### src/rtl/execute_out_fifo_pkg.sv
// ============================================================================
//  Module      : execute_out_fifo_pkg
//  Description : Bundle layout, field offsets, pack/unpack helpers and FSM
//                state encodings for the execute-stage output FIFO.
//  Revision    : 1.0 - initial release
// ============================================================================
`default_nettype none

package execute_out_fifo_pkg;

   localparam int W_CONTROL_W   = 2;
   localparam int MEM_CONTROL_W = 1;
   localparam int NZP_W         = 3;

   localparam int DATA_W_DEF = 16;
   localparam int RA_W_DEF   = 3;

   function automatic int bundle_w(input int data_w, input int ra_w);
      return W_CONTROL_W + MEM_CONTROL_W + 4*data_w + 3*ra_w + NZP_W;
   endfunction

   // Field LSB offsets; M_Data occupies the bottom of the bundle.
   function automatic int off_m_data(input int data_w);
      return 0 * data_w;
   endfunction
   function automatic int off_nzp(input int data_w);
      return data_w;
   endfunction
   function automatic int off_ir_exec(input int data_w);
      return data_w + NZP_W;
   endfunction
   function automatic int off_sr2(input int data_w);
      return 2*data_w + NZP_W;
   endfunction
   function automatic int off_sr1(input int data_w, input int ra_w);
      return 2*data_w + NZP_W + ra_w;
   endfunction
   function automatic int off_dr(input int data_w, input int ra_w);
      return 2*data_w + NZP_W + 2*ra_w;
   endfunction
   function automatic int off_pcout(input int data_w, input int ra_w);
      return 2*data_w + NZP_W + 3*ra_w;
   endfunction
   function automatic int off_aluout(input int data_w, input int ra_w);
      return 3*data_w + NZP_W + 3*ra_w;
   endfunction
   function automatic int off_mem_control(input int data_w, input int ra_w);
      return 4*data_w + NZP_W + 3*ra_w;
   endfunction
   function automatic int off_w_control(input int data_w, input int ra_w);
      return 4*data_w + NZP_W + 3*ra_w + MEM_CONTROL_W;
   endfunction

   localparam int BUNDLE_W_DEF   = bundle_w(DATA_W_DEF, RA_W_DEF);
   localparam int OFF_ALUOUT_DEF = off_aluout(DATA_W_DEF, RA_W_DEF);

   typedef struct packed {
      logic [W_CONTROL_W-1:0]   w_control;
      logic [MEM_CONTROL_W-1:0] mem_control;
      logic [DATA_W_DEF-1:0]    aluout;
      logic [DATA_W_DEF-1:0]    pcout;
      logic [RA_W_DEF-1:0]      dr;
      logic [RA_W_DEF-1:0]      sr1;
      logic [RA_W_DEF-1:0]      sr2;
      logic [DATA_W_DEF-1:0]    ir_exec;
      logic [NZP_W-1:0]         nzp;
      logic [DATA_W_DEF-1:0]    m_data;
   } exec_bundle_t;

   function automatic exec_bundle_t pack_bundle(
      input logic [W_CONTROL_W-1:0]   w_control,
      input logic [MEM_CONTROL_W-1:0] mem_control,
      input logic [DATA_W_DEF-1:0]    aluout,
      input logic [DATA_W_DEF-1:0]    pcout,
      input logic [RA_W_DEF-1:0]      dr,
      input logic [RA_W_DEF-1:0]      sr1,
      input logic [RA_W_DEF-1:0]      sr2,
      input logic [DATA_W_DEF-1:0]    ir_exec,
      input logic [NZP_W-1:0]         nzp,
      input logic [DATA_W_DEF-1:0]    m_data
   );
      exec_bundle_t b;
      b.w_control   = w_control;
      b.mem_control = mem_control;
      b.aluout      = aluout;
      b.pcout       = pcout;
      b.dr          = dr;
      b.sr1         = sr1;
      b.sr2         = sr2;
      b.ir_exec     = ir_exec;
      b.nzp         = nzp;
      b.m_data      = m_data;
      return b;
   endfunction

   function automatic exec_bundle_t unpack_bundle(input logic [BUNDLE_W_DEF-1:0] raw);
      return exec_bundle_t'(raw);
   endfunction

   localparam logic [1:0] ST_EMPTY = 2'd0;
   localparam logic [1:0] ST_PART  = 2'd1;
   localparam logic [1:0] ST_FULL  = 2'd2;

endpackage

`default_nettype wire

### src/rtl/execute_out_fifo_mem.sv
// ============================================================================
//  Module      : execute_out_fifo_mem
//  Description : DEPTH x WIDTH register array, synchronous write, async read.
//  Revision    : 1.0 - initial release
// ============================================================================
`default_nettype none

module execute_out_fifo_mem
   import execute_out_fifo_pkg::*;
#(
   parameter int DEPTH = 4,
   parameter int WIDTH = 79,
   localparam int ADDR_W = $clog2(DEPTH)
) (
   input  logic              clock,
   input  logic              wr_en,
   input  logic [ADDR_W-1:0] wr_addr,
   input  logic [WIDTH-1:0]  wr_data,
   input  logic [ADDR_W-1:0] rd_addr,
   output logic [WIDTH-1:0]  rd_data
);

   logic [WIDTH-1:0] mem_q [DEPTH];

   always_ff @(posedge clock) begin
      if (wr_en) begin
         mem_q[wr_addr] <= wr_data;
      end
   end

   assign rd_data = mem_q[rd_addr];

endmodule

`default_nettype wire

### src/rtl/execute_out_fifo.sv
// ============================================================================
//  Module      : execute_out_fifo
//  Description : Elastic valid/ready buffer for execute-stage result bundles
//                with flush and occupancy reporting. Optional statistics
//                outputs are enabled by defining EXECUTE_OUT_STATS_EN.
//  Revision    : 1.0 - initial release
// ============================================================================
`default_nettype none

module execute_out_fifo
   import execute_out_fifo_pkg::*;
#(
   parameter int DATA_W = 16,
   parameter int RA_W   = 3,
   parameter int DEPTH  = 4,
   localparam int BUNDLE_W = bundle_w(DATA_W, RA_W),
   localparam int CNT_W    = $clog2(DEPTH) + 1
) (
   input  logic                clock,
   input  logic                reset,
   input  logic                flush,
   input  logic                in_valid,
   output logic                in_ready,
   input  logic [BUNDLE_W-1:0] in_data,
   output logic                out_valid,
   input  logic                out_ready,
   output logic [BUNDLE_W-1:0] out_data,
   output logic [CNT_W-1:0]    count,
`ifdef EXECUTE_OUT_STATS_EN
   output logic [15:0]         push_cnt,
   output logic [15:0]         stall_cnt,
   output logic [CNT_W-1:0]    max_count,
`endif
   output logic                full,
   output logic                empty
);

   localparam int PTR_W = $clog2(DEPTH);

   logic [PTR_W-1:0]    wr_ptr_q, wr_ptr_d;
   logic [PTR_W-1:0]    rd_ptr_q, rd_ptr_d;
   logic [CNT_W-1:0]    count_q, count_d;
   logic [1:0]          state_q, state_d;
   logic                push, pop, mem_wr_en;
   logic [BUNDLE_W-1:0] head_data;

   execute_out_fifo_mem #(
      .DEPTH (DEPTH),
      .WIDTH (BUNDLE_W)
   ) u_mem (
      .clock   (clock),
      .wr_en   (mem_wr_en),
      .wr_addr (wr_ptr_q),
      .wr_data (in_data),
      .rd_addr (rd_ptr_q),
      .rd_data (head_data)
   );

   always_ff @(posedge clock) begin
      if (!reset) begin
         wr_ptr_q <= '0;
         rd_ptr_q <= '0;
         count_q  <= '0;
         state_q  <= ST_EMPTY;
      end else begin
         wr_ptr_q <= wr_ptr_d;
         rd_ptr_q <= rd_ptr_d;
         count_q  <= count_d;
         state_q  <= state_d;
      end
   end

   // Flush wins over push/pop; a discarded push must not touch storage either.
   always_comb begin
      push      = in_valid && in_ready;
      pop       = out_valid && out_ready;
      mem_wr_en = push && !flush;
      wr_ptr_d  = wr_ptr_q;
      rd_ptr_d  = rd_ptr_q;
      count_d   = count_q;
      state_d   = state_q;
      if (flush) begin
         wr_ptr_d = '0;
         rd_ptr_d = '0;
         count_d  = '0;
         state_d  = ST_EMPTY;
      end else begin
         if (push) wr_ptr_d = wr_ptr_q + PTR_W'(1);
         if (pop)  rd_ptr_d = rd_ptr_q + PTR_W'(1);
         case ({push, pop})
            2'b10:   count_d = count_q + CNT_W'(1);
            2'b01:   count_d = count_q - CNT_W'(1);
            default: count_d = count_q;
         endcase
         case (state_q)
            ST_EMPTY: begin
               if (push) state_d = ST_PART;
            end
            ST_PART: begin
               if (push && !pop && count_q == CNT_W'(DEPTH - 1)) begin
                  state_d = ST_FULL;
               end else if (pop && !push && count_q == CNT_W'(1)) begin
                  state_d = ST_EMPTY;
               end
            end
            ST_FULL: begin
               if (pop) state_d = ST_PART;
            end
            default: state_d = ST_EMPTY;
         endcase
      end
   end

   always_comb begin
      empty     = (state_q == ST_EMPTY);
      full      = (state_q == ST_FULL);
      in_ready  = !full;
      out_valid = !empty;
      out_data  = empty ? '0 : head_data;
      count     = count_q;
   end

`ifdef EXECUTE_OUT_STATS_EN
   logic [15:0]      push_cnt_q, push_cnt_d;
   logic [15:0]      stall_cnt_q, stall_cnt_d;
   logic [CNT_W-1:0] max_count_q, max_count_d;

   // The high-water mark survives a flush; the event counters do not.
   always_comb begin
      push_cnt_d  = flush ? 16'd0 : push_cnt_q + 16'(push);
      stall_cnt_d = flush ? 16'd0 : stall_cnt_q + 16'(in_valid && !in_ready);
      max_count_d = (count_d > max_count_q) ? count_d : max_count_q;
   end

   always_ff @(posedge clock) begin
      if (!reset) begin
         push_cnt_q  <= '0;
         stall_cnt_q <= '0;
         max_count_q <= '0;
      end else begin
         push_cnt_q  <= push_cnt_d;
         stall_cnt_q <= stall_cnt_d;
         max_count_q <= max_count_d;
      end
   end

   assign push_cnt  = push_cnt_q;
   assign stall_cnt = stall_cnt_q;
   assign max_count = max_count_q;
`endif

`ifndef SYNTHESIS
   a_no_push_full: assert property (@(posedge clock) disable iff (!reset)
      !(push && full));
   a_out_stable: assert property (@(posedge clock) disable iff (!reset)
      (out_valid && !out_ready && !flush) |=> $stable(out_data));
   a_count_max: assert property (@(posedge clock) disable iff (!reset)
      count_q <= CNT_W'(DEPTH));
`endif

endmodule

`default_nettype wire

### config.mk
export PLATFORM = sky130hd
export DESIGN_NAME = execute_out_fifo
export DESIGN_NICKNAME = d
export VERILOG_FILES = /design/src/rtl/execute_out_fifo_pkg.sv /design/src/rtl/execute_out_fifo_mem.sv /design/src/rtl/execute_out_fifo.sv
export SDC_FILE = /design/constraint.sdc
export NUM_CORES = 1
export LEC_CHECK = 0
export CORE_MARGIN = 1
export CORE_UTILIZATION = 55
export CTS_BUF_LIST = sky130_fd_sc_hd__clkbuf_4 sky130_fd_sc_hd__clkbuf_8
export DETAILED_ROUTE_END_ITERATION = 16
export PLACE_DENSITY = 0.8
export SETUP_SLACK_MARGIN = 0.4
export SYNTH_ARGS = -nofsm -noshare
export SYNTH_HDL_FRONTEND = slang
export SYNTH_SLANG_ARGS = --single-unit
export TNS_END_PERCENT = 10
### constraint.sdc
create_clock -name clock -period 11 [get_ports clock]
set_input_delay 1.1 -clock clock [delete_from_list [all_inputs] [get_ports clock]]
set_output_delay 1.1 -clock clock [all_outputs]
set_load 0.01 [all_outputs]
==> results_dict.tcl, run 1 <==
set metrics [dict create \
    grt_overflow 0 \
    max_stage_delay_ns 0.94 \
    final_cell_mix "edfxtp_1 (316), clkdlybuf4s50_1 (169), mux4_2 (79), and2_1 (79), clkbuf_8 (55)" \
    globalplace.congestion 0.791 \
    period_share 0.420 \
    leakagePower_uw 0.00499 \
    multi_input_area_um2 2660 \
    fp.dieW_um 153 \
    max_freq_mhz 217 \
    cpMaxStageDelayCell "dfxtp_4" \
    final_nets 872 \
    cts_tree "built" \
    clk_latency_ns 0.54 \
    crit_family "buffers and inverters" \
    slew_viol_final 0 \
    drt_iter0_markers 452 \
    drt-pass1-iter-count 4 \
    avgSynthCellArea_um2 21.9 \
    drcViolationCount 0 \
    setup_viol 0 \
    clk_root_buffer_cell "clkbuf_8" \
    critPathKind "register to output pin" \
    die_y_um 153 \
    io_pins 170 \
    cap_viol_max_count 0 \
    cp_max_fo 44 \
    utilization 0.703 \
    cts_hold_buffers 0 \
    fin_total_pwr_uw 2470 \
    yosysWarnings 0 \
    final_common_cell "edfxtp_1" \
    clkSlewWorstSetupHoldPaths_ns 0.06 \
    grt_max_degree 80 \
    vias_per_cell 5.57 \
    grt_pass1_vias 6642 \
    synthesis.area_um2 12500 \
    ys_types 27 \
    wire_per_inst_um 21.4 \
    num_rows 54 \
    cts.sinks 327 \
    tns_ns 0 \
    postCtsResizedCells 0 \
    initial_core_util 0.568 \
    cp_cell_sequence "buf_4, mux4_2, and2_1, clkdlybuf4s50_1" \
    core-area_um2 22100 \
    grt_pass1_wl_um 36700 \
    startpoint_type "register" \
    powerDensity_nw_per_um2 159 \
    placed_cells 1005 \
    relSlewSlack 0.193 \
    vias 6126 \
    n_fill_cell 1347 \
    status "finished clean" \
    drive_above_1_share 0.219 \
    track_usage 0.206 \
    htree_num_levels 2 \
    ir_worst_vdd_uv 107 \
    rsz0062_at_grt "no" \
    die-area_um2 23400 \
    seq_area_um2 9720 \
    hpwl_um 13900 \
    syn_nets 668 \
    setup.worst_path.end_class "output pin" \
    antenna_found_initial 2 \
    ys_seq_elements 327 \
    skew_ns 0.0104 \
    layout.cells.non_filler 1099 \
    synth_cells 574 \
    cts_buffers 51 \
    timing.hold.ws_ns 0.533 \
    hold_viol 0 \
    ys_seq_area_frac 0.774 \
    path_buf_inv 2 \
    critPathRequiredTime_ns 9.90 \
    ant_nets 0 \
    period_minus_slack_ns 4.62 \
    wirelength_um 23500 \
    tightest_slew_ns 1.21 \
    hp-class "register to register" \
    arrival_ns 3.52 \
    post-cts-setup-buffers 0 \
    area_delta_synth_final_pct 23.8 \
    max-clock-path-buffers 3 \
    portBuffers 169 \
]
registers in the layout, indices dropped and copies added, names as in the netlist, named ones only:
| register | cells |
|---|---|
| rd_ptr_q | 2 |
| u_mem.mem_q | 316 |
| count | 3 |
| state_q | 2 |
| wr_ptr_q | 2 |
worst min-delay path, delay by kind of cell, from the launching register on:
family | cells | cell delay, ns
flip-flops | 1 | 0.34
AO/OA/AOI/OAI | 2 | 0.14
worst paths after layout:
check                    from            endpoint  slack, ns  cells after the start
hold / removal    wr_ptr_q[1]         wr_ptr_q[1]       0.53                      2
setup reg to reg   state_q[0]  u_mem.mem_q[1][61]       8.79                      4
hold reg to reg   wr_ptr_q[1]         wr_ptr_q[1]       0.53                      2
setup / recovery     register        out_data[28]       6.38                      4
Yosys cell counts, drive strengths merged:
master | instances | area, µm²
clkbuf | 16 | 60.1
o32ai | 1 | 8.76
edfxtp | 316 | 9490
mux2i | 1 | 10.0
dfxtp | 11 | 220
nor3b | 4 | 30.0
a211oi | 1 | 7.51
a21oi | 4 | 20.0
nand2b | 3 | 18.8
inv | 11 | 41.3
nor2 | 7 | 26.3
xor2 | 4 | 35.0
nand2 | 2 | 7.51
o21ai | 3 | 15.0
o211ai | 1 | 7.51
and2 | 79 | 494
nand3 | 2 | 10.0
o22a | 1 | 8.76
buf | 12 | 91.3
mux4 | 79 | 1780
nand3b | 2 | 15.0
or2 | 3 | 18.8
a31oi | 1 | 6.26
ha | 10 | 125
cell families after synthesis:
family	count (synthesis)	share of synthesized area
AO/OA/AOI/OAI	12	0.00588
multiplexers	80	0.143
XOR/XNOR	4	0.00279
flip-flops	327	0.774
AND/OR/NAND/NOR	102	0.0495
buffers and inverters	39	0.0154
adder cells (fa/ha/maj)	10	0.00997
per-stage QoR:
| step | worst slack, ns | area [µm²] |
|---|---|---|
| 6_report | 6.38 | 15500 |
| 5_1_grt | 6.10 | 15500 |
| 4_1_cts | 6.20 | 15500 |
| 3_5_place_dp | 6.80 | 14500 |
| 3_3_place_gp | 6.82 | 14500 |
| 2_1_floorplan | 3.33 | 12500 |
area by class of cell:
cell class              instances  share of cell area
diodes                          1            0.000161
clock buffers                  75              0.0584
clock inverters                18             0.00500
inverters                      11             0.00266
multi-input cells             208               0.172
flip-flops and latches        327               0.626
well taps                     280              0.0226
repair buffers                179               0.114
report_power, final:
group / switching, µW / leakage [µW] / internal, µW
combinational: 52.8 / 0.00151 / 66.7
sequential: 6.80 / 0.00296 / 1390
clock: 431 / 0.000526 / 527
per-layer routing:
| layer | wire length [µm] | global-route usage |
|---|---|---|
| met5 | 13 | 0 |
| met4 | 223 | 0.0534 |
| met3 | 1630 | 0.0491 |
| met2 | 11600 | 0.333 |
| met1 | 10100 | 0.286 |
(Power assumes the default switching activity.)
==> inputs of run 2 (changes only) <==
==> constraint.sdc (replaced) <==
create_clock -name clock -period 4.35 [get_ports clock]
set_input_delay 0.435 -clock clock [delete_from_list [all_inputs] [get_ports clock]]
set_output_delay 0.435 -clock clock [all_outputs]
set_load 0.01 [all_outputs]
==> results_dict.tcl, run 2 (synthesis results as in run 1) <==
set metrics [dict create \
    ant_nets 0 \
    globalplace.congestion 0.737 \
    cp_cell_sequence "or2_2, buf_4, and2_1, clkdlybuf4s50_1" \
    tns_ns 0 \
    grt_overflow 0 \
    io_pins 170 \
    largest_reg_flops 316 \
    fp.dieW_um 153 \
    cts_buffers 51 \
    tightest_slew_ns 0.850 \
    max_freq_mhz 297 \
    switching_share 0.202 \
    min-delay-start "in_data[5]" \
    max-clock-path-buffers 3 \
    drive_above_1_share 0.220 \
    powerDensity_nw_per_um2 402 \
    cap_viol_max_count 0 \
    crit_family "buffers and inverters" \
    grt_max_degree 56 \
    arrival_ns 2.93 \
    postCtsResizedCells 0 \
    track_usage 0.212 \
    critPathRequiredTime_ns 3.91 \
    r2r_start "state_q[0]" \
    switchingPower_uw 1270 \
    ir_worst_vdd_uv 311 \
    combPwrFrac 0.049 \
    area_delta_synth_final_pct 24.1 \
    grt_pass1_vias 6779 \
    hold_viol 0 \
    clk_root_buffer_cell "clkbuf_8" \
    max_stage_delay_ns 0.59 \
    post-cts-setup-buffers 0 \
    utilization 0.705 \
    critPathKind "register to output pin" \
    hp-class "input port to register" \
    die_y_um 153 \
    core-area_um2 22100 \
    cpMaxStageDelayCell "clkdlybuf4s50_1" \
    slew_viol_final 0 \
    grt_pass1_wl_um 37300 \
    regMostFlops "u_mem.mem_q" \
    final_common_cell "edfxtp_1" \
    seqPwrFrac 0.563 \
    skew_ns 0.0183 \
    clk_latency_ns 0.55 \
    n_fill_cell 1326 \
    final_cell_mix "edfxtp_1 (316), clkdlybuf4s50_1 (169), mux4_2 (79), and2_1 (79), clkbuf_8 (54)" \
    hpwl_um 14100 \
    antenna_cells 0 \
    antenna_found_initial 1 \
    clkSlewWorstSetupHoldPaths_ns 0.06 \
    cts_hold_buffers 0 \
    path_buf_inv 2 \
    setup.worst_path.end_class "output pin" \
    placed_cells 1008 \
    initial_core_util 0.568 \
    portBuffers 169 \
    cts.sinks 327 \
    cp_max_fo 52 \
    drt_iter0_markers 428 \
    drt-pass1-iter-count 4 \
    rsz0062_at_grt "no" \
    cts_tree "built" \
    crit_start "state_q[1]" \
    vias_per_cell 5.65 \
    setup_viol 0 \
    status "finished clean" \
    p_clk_frac 0.388 \
    htree_num_levels 2 \
    relSlewSlack 0.434 \
    drcViolationCount 0 \
    vias 6200 \
    internal-power_uw 4990 \
    wire_per_inst_um 21.8 \
    period_minus_slack_ns 3.36 \
    die-area_um2 23400 \
    wirelength_um 23900 \
    leakagePower_uw 0.00501 \
    period_share 0.773 \
    startpoint_type "register" \
    num_rows 54 \
    final_nets 875 \
    layout.cells.non_filler 1097 \
]
[run 2: final cells by class]
class	instances	area (µm²)	area share
clock inverter	22	128	0.00820
multi-input combinational	208	2690	0.173
sequential	327	9720	0.624
tap	280	350	0.0225
timing repair buffer	182	1800	0.116
clock buffer	67	841	0.0540
inverter	11	41.3	0.00265
[run 2: power by group through the flow]
stage	clock network (µW)	registers, µW	logic (µW)
floorplan	0	3590	120
global placement	0	3580	297
detailed placement	0	3590	309
CTS	2490	3520	311
global route	2620	3520	331
finish	2430	3520	309
[run 2: path summary, 6_finish.rpt]
path | end | slack, ns | depth (start not counted)
min | u_mem.mem_q[2][5] | 0.51 | 1
max | out_data[1] | 0.99 | 4
max reg2reg | u_mem.mem_q[3][73] | 1.99 | 4
min reg2reg | wr_ptr_q[0] | 0.53 | 2
[run 2: per-stage QoR]
stage | total power (µW) | cell area, µm² | hold slack (ns) | setup WS, ns
after floorplan | 3710 | 12600 | 0.484 | -0.119
after global placement | 3880 | 14600 | 0.498 | 1.64
after detailed placement | 3900 | 14600 | 0.526 | 1.58
after CTS | 6320 | 15600 | 0.473 | 1.01
after global routing | 6480 | 15600 | 0.492 | 0.871
final | 6260 | 15600 | 0.512 | 0.987
[run 2: worst register-to-register path, cell delays in order, from the launching register on]
cell and delay, ns:
dfxtp_1 0.41, nand2b_1 0.27, nand2_1 0.34, nor3b_4 0.32
buf_4 0.61
[run 2: metal layers]
layer | GRT usage | part of all wire
met1 | 0.279 | 0.40
met2 | 0.354 | 0.51
met3 | 0.0499 | 0.067
met4 | 0.0673 | 0.019
met5 | 0 | 0.00054
==> inputs of run 3 (changes only) <==
--- a/config.mk
+++ b/config.mk
@@ -6,10 +6,10 @@
 export NUM_CORES = 1
 export LEC_CHECK = 0
 export CORE_MARGIN = 1
-export CORE_UTILIZATION = 55
+export CORE_UTILIZATION = 51
 export CTS_BUF_LIST = sky130_fd_sc_hd__clkbuf_4 sky130_fd_sc_hd__clkbuf_8
 export DETAILED_ROUTE_END_ITERATION = 16
-export PLACE_DENSITY = 0.8
+export PLACE_DENSITY = 0.78
 export SETUP_SLACK_MARGIN = 0.4
 export SYNTH_ARGS = -nofsm -noshare
 export SYNTH_HDL_FRONTEND = slang
==> constraint.sdc (replaced) <==
create_clock -name clock -period 3 [get_ports clock]
set_input_delay 0.3 -clock clock [delete_from_list [all_inputs] [get_ports clock]]
set_output_delay 0.3 -clock clock [all_outputs]
set_load 0.01 [all_outputs]
==> results_dict.tcl, run 3 (synthesis results as in run 1) <==
set metrics [dict create \
    clkSlewWorstSetupHoldPaths_ns 0.06 \
    whs_endpoint "u_mem.mem_q[3][41]" \
    grt_max_degree 58 \
    portBuffers 169 \
    drt_iter0_markers 446 \
    drive_above_1_share 0.243 \
    period_share 0.901 \
    initial_core_util 0.517 \
    switching_share 0.202 \
    placed_cells 1052 \
    layout.cells.non_filler 1162 \
    htree_num_levels 2 \
    num_rows 57 \
    cts_tree "built" \
    wire_per_inst_um 21.9 \
    r2r_start "state_q[0]" \
    setup_viol 0 \
    combPwrFrac 0.052 \
    max_freq_mhz 370 \
    leakagePower_uw 0.00544 \
    max-clock-path-buffers 3 \
    seqPwrFrac 0.562 \
    timing.reg2reg.setup_slack_ns 1.09 \
    die-area_um2 25200 \
    ir_worst_vdd_uv 429 \
    hold_depth 1 \
    path_buf_inv 3 \
    powerDensity_nw_per_um2 566 \
    ff2ff_path_depth 4 \
    clk_latency_ns 0.54 \
    drt-pass1-iter-count 6 \
    wirelength_um 25400 \
    vias_per_cell 5.47 \
    relSlewSlack 0.619 \
    vias 6357 \
    arrival_ns 2.40 \
    antenna_found_initial 1 \
    cts.sinks 327 \
    drcViolationCount 0 \
    grt_pass1_wl_um 38700 \
    core-area_um2 24200 \
    utilization 0.662 \
    cpMaxStageDelayCell "mux4_2" \
    status "finished clean" \
    hpwl_um 13700 \
    slew_viol_final 0 \
    clk_root_buffer_cell "clkbuf_8" \
    setup.worst_path.end_class "output pin" \
    period_minus_slack_ns 2.70 \
    io_pins 170 \
    cp_max_fo 12 \
    worstReg2RegEnd "u_mem.mem_q[0][14]" \
    skew_ns 0.0222 \
    startpoint_type "register" \
    switchingPower_uw 1830 \
    hold_viol 0 \
    cpMostUsedCell "buf_12" \
    critPathRequiredTime_ns 2.70 \
    ant_nets 0 \
    p_clk_frac 0.386 \
    largest_reg_flops 316 \
    cts_buffers 51 \
    final_nets 891 \
    grt_overflow 0 \
    min-delay-start "in_data[41]" \
    cts_hold_buffers 0 \
    worst-path-stages 5 \
    rsz0062_at_grt "yes" \
    fin_total_pwr_uw 9080 \
    area_delta_synth_final_pct 27.9 \
    cap_viol_max_count 0 \
    track_usage 0.204 \
    tightest_slew_ns 0.572 \
    grt_pass1_vias 6744 \
    fp.dieW_um 159 \
    globalplace.congestion 0.740 \
    regMostFlops "u_mem.mem_q" \
    internal-power_uw 7250 \
    hp-class "input port to register" \
    final_common_cell "edfxtp_1" \
    max_stage_delay_ns 0.51 \
    crit_family "buffers and inverters" \
    cp_cell_sequence "buf_12, buf_12, mux4_2, and2_1, clkdlybuf4s50_1" \
    timing.hold.ws_ns 0.382 \
    final_cell_mix "edfxtp_1 (316), clkdlybuf4s50_1 (127), mux4_2 (79), and2_1 (77), clkbuf_8 (53)" \
    die_y_um 159 \
    critPathKind "register to output pin" \
]
==> run 3: changes by cell type in the layout (fill, tap and decap cells not counted), moves of 4 or more <==
cell and change:
buf_12 +10, buf_4 -4, dlymetal6s2s_1 +5, clkinv_1 +6, buf_16 +6, dlygate4sd2_1 +34, clkdlybuf4s50_1 -42
==> run 3: timing repair <==
item                                    4_1_cts  5_1_grt
endpoints found under the hold margin         0        0
endpoints found under the setup margin       81       77
gates resized for setup                      51       10
cloned                                        7        2
pin swaps                                     1        0
setup buffers                                 6        1
==> run 3: worst max path at each step <==
stage	end
floorplan	u_mem.mem_q[2][0]
global placement	out_data[35]
detailed placement	out_data[33]
CTS	out_data[39]
global route	out_data[50]
finish	out_data[41]
==> run 3: metal layers <==
layer  GRT usage  up-vias  routed length, µm
met2       0.334      261              12600
met3      0.0473       35               1760
li1            -     2785                  -
met1       0.276     3276              10700
met5           0        -                  0
met4      0.0569        0                359
==> run 3: power groups by stage <==
| stage | Combinational (µW) | Sequential, µW | Clock, µW |
|---|---|---|---|
| finish | 470 | 5110 | 3510 |
| global route | 500 | 5110 | 3810 |
| CTS | 470 | 5100 | 3580 |
| detailed placement | 459 | 5200 | 0 |
| global placement | 442 | 5190 | 0 |
| floorplan | 178 | 5200 | 0 |
==> run 3: worst reg2reg max path: cells and delay by family, from the launching register on <==
kind | cells | cell delay (ns)
simple gates | 3 | 0.58
buf+inv | 1 | 0.53
flops | 1 | 0.41
==> run 3: layout make-up <==
| type | instances | area (µm²) |
|---|---|---|
| sequential | 327 | 9720 |
| fill | 1606 | 8200 |
| multi-input combinational | 209 | 2730 |
| timing repair buffer | 197 | 2180 |
| clock buffer | 68 | 842 |
| tap | 324 | 405 |
| clock inverter | 25 | 130 |
| inverter | 11 | 41.3 |
| antenna | 1 | 2.50 |
==> run 3: through the flow <==
step                      area, µm²  TNS [ns]  setup slack [ns]
after floorplan               12600    -25.70           -0.0813
after global placement        14800         0             0.654
after detailed placement      14800         0             0.626
after CTS                     16000         0             0.234
after global routing          16000         0             0.194
final                         16000         0             0.298
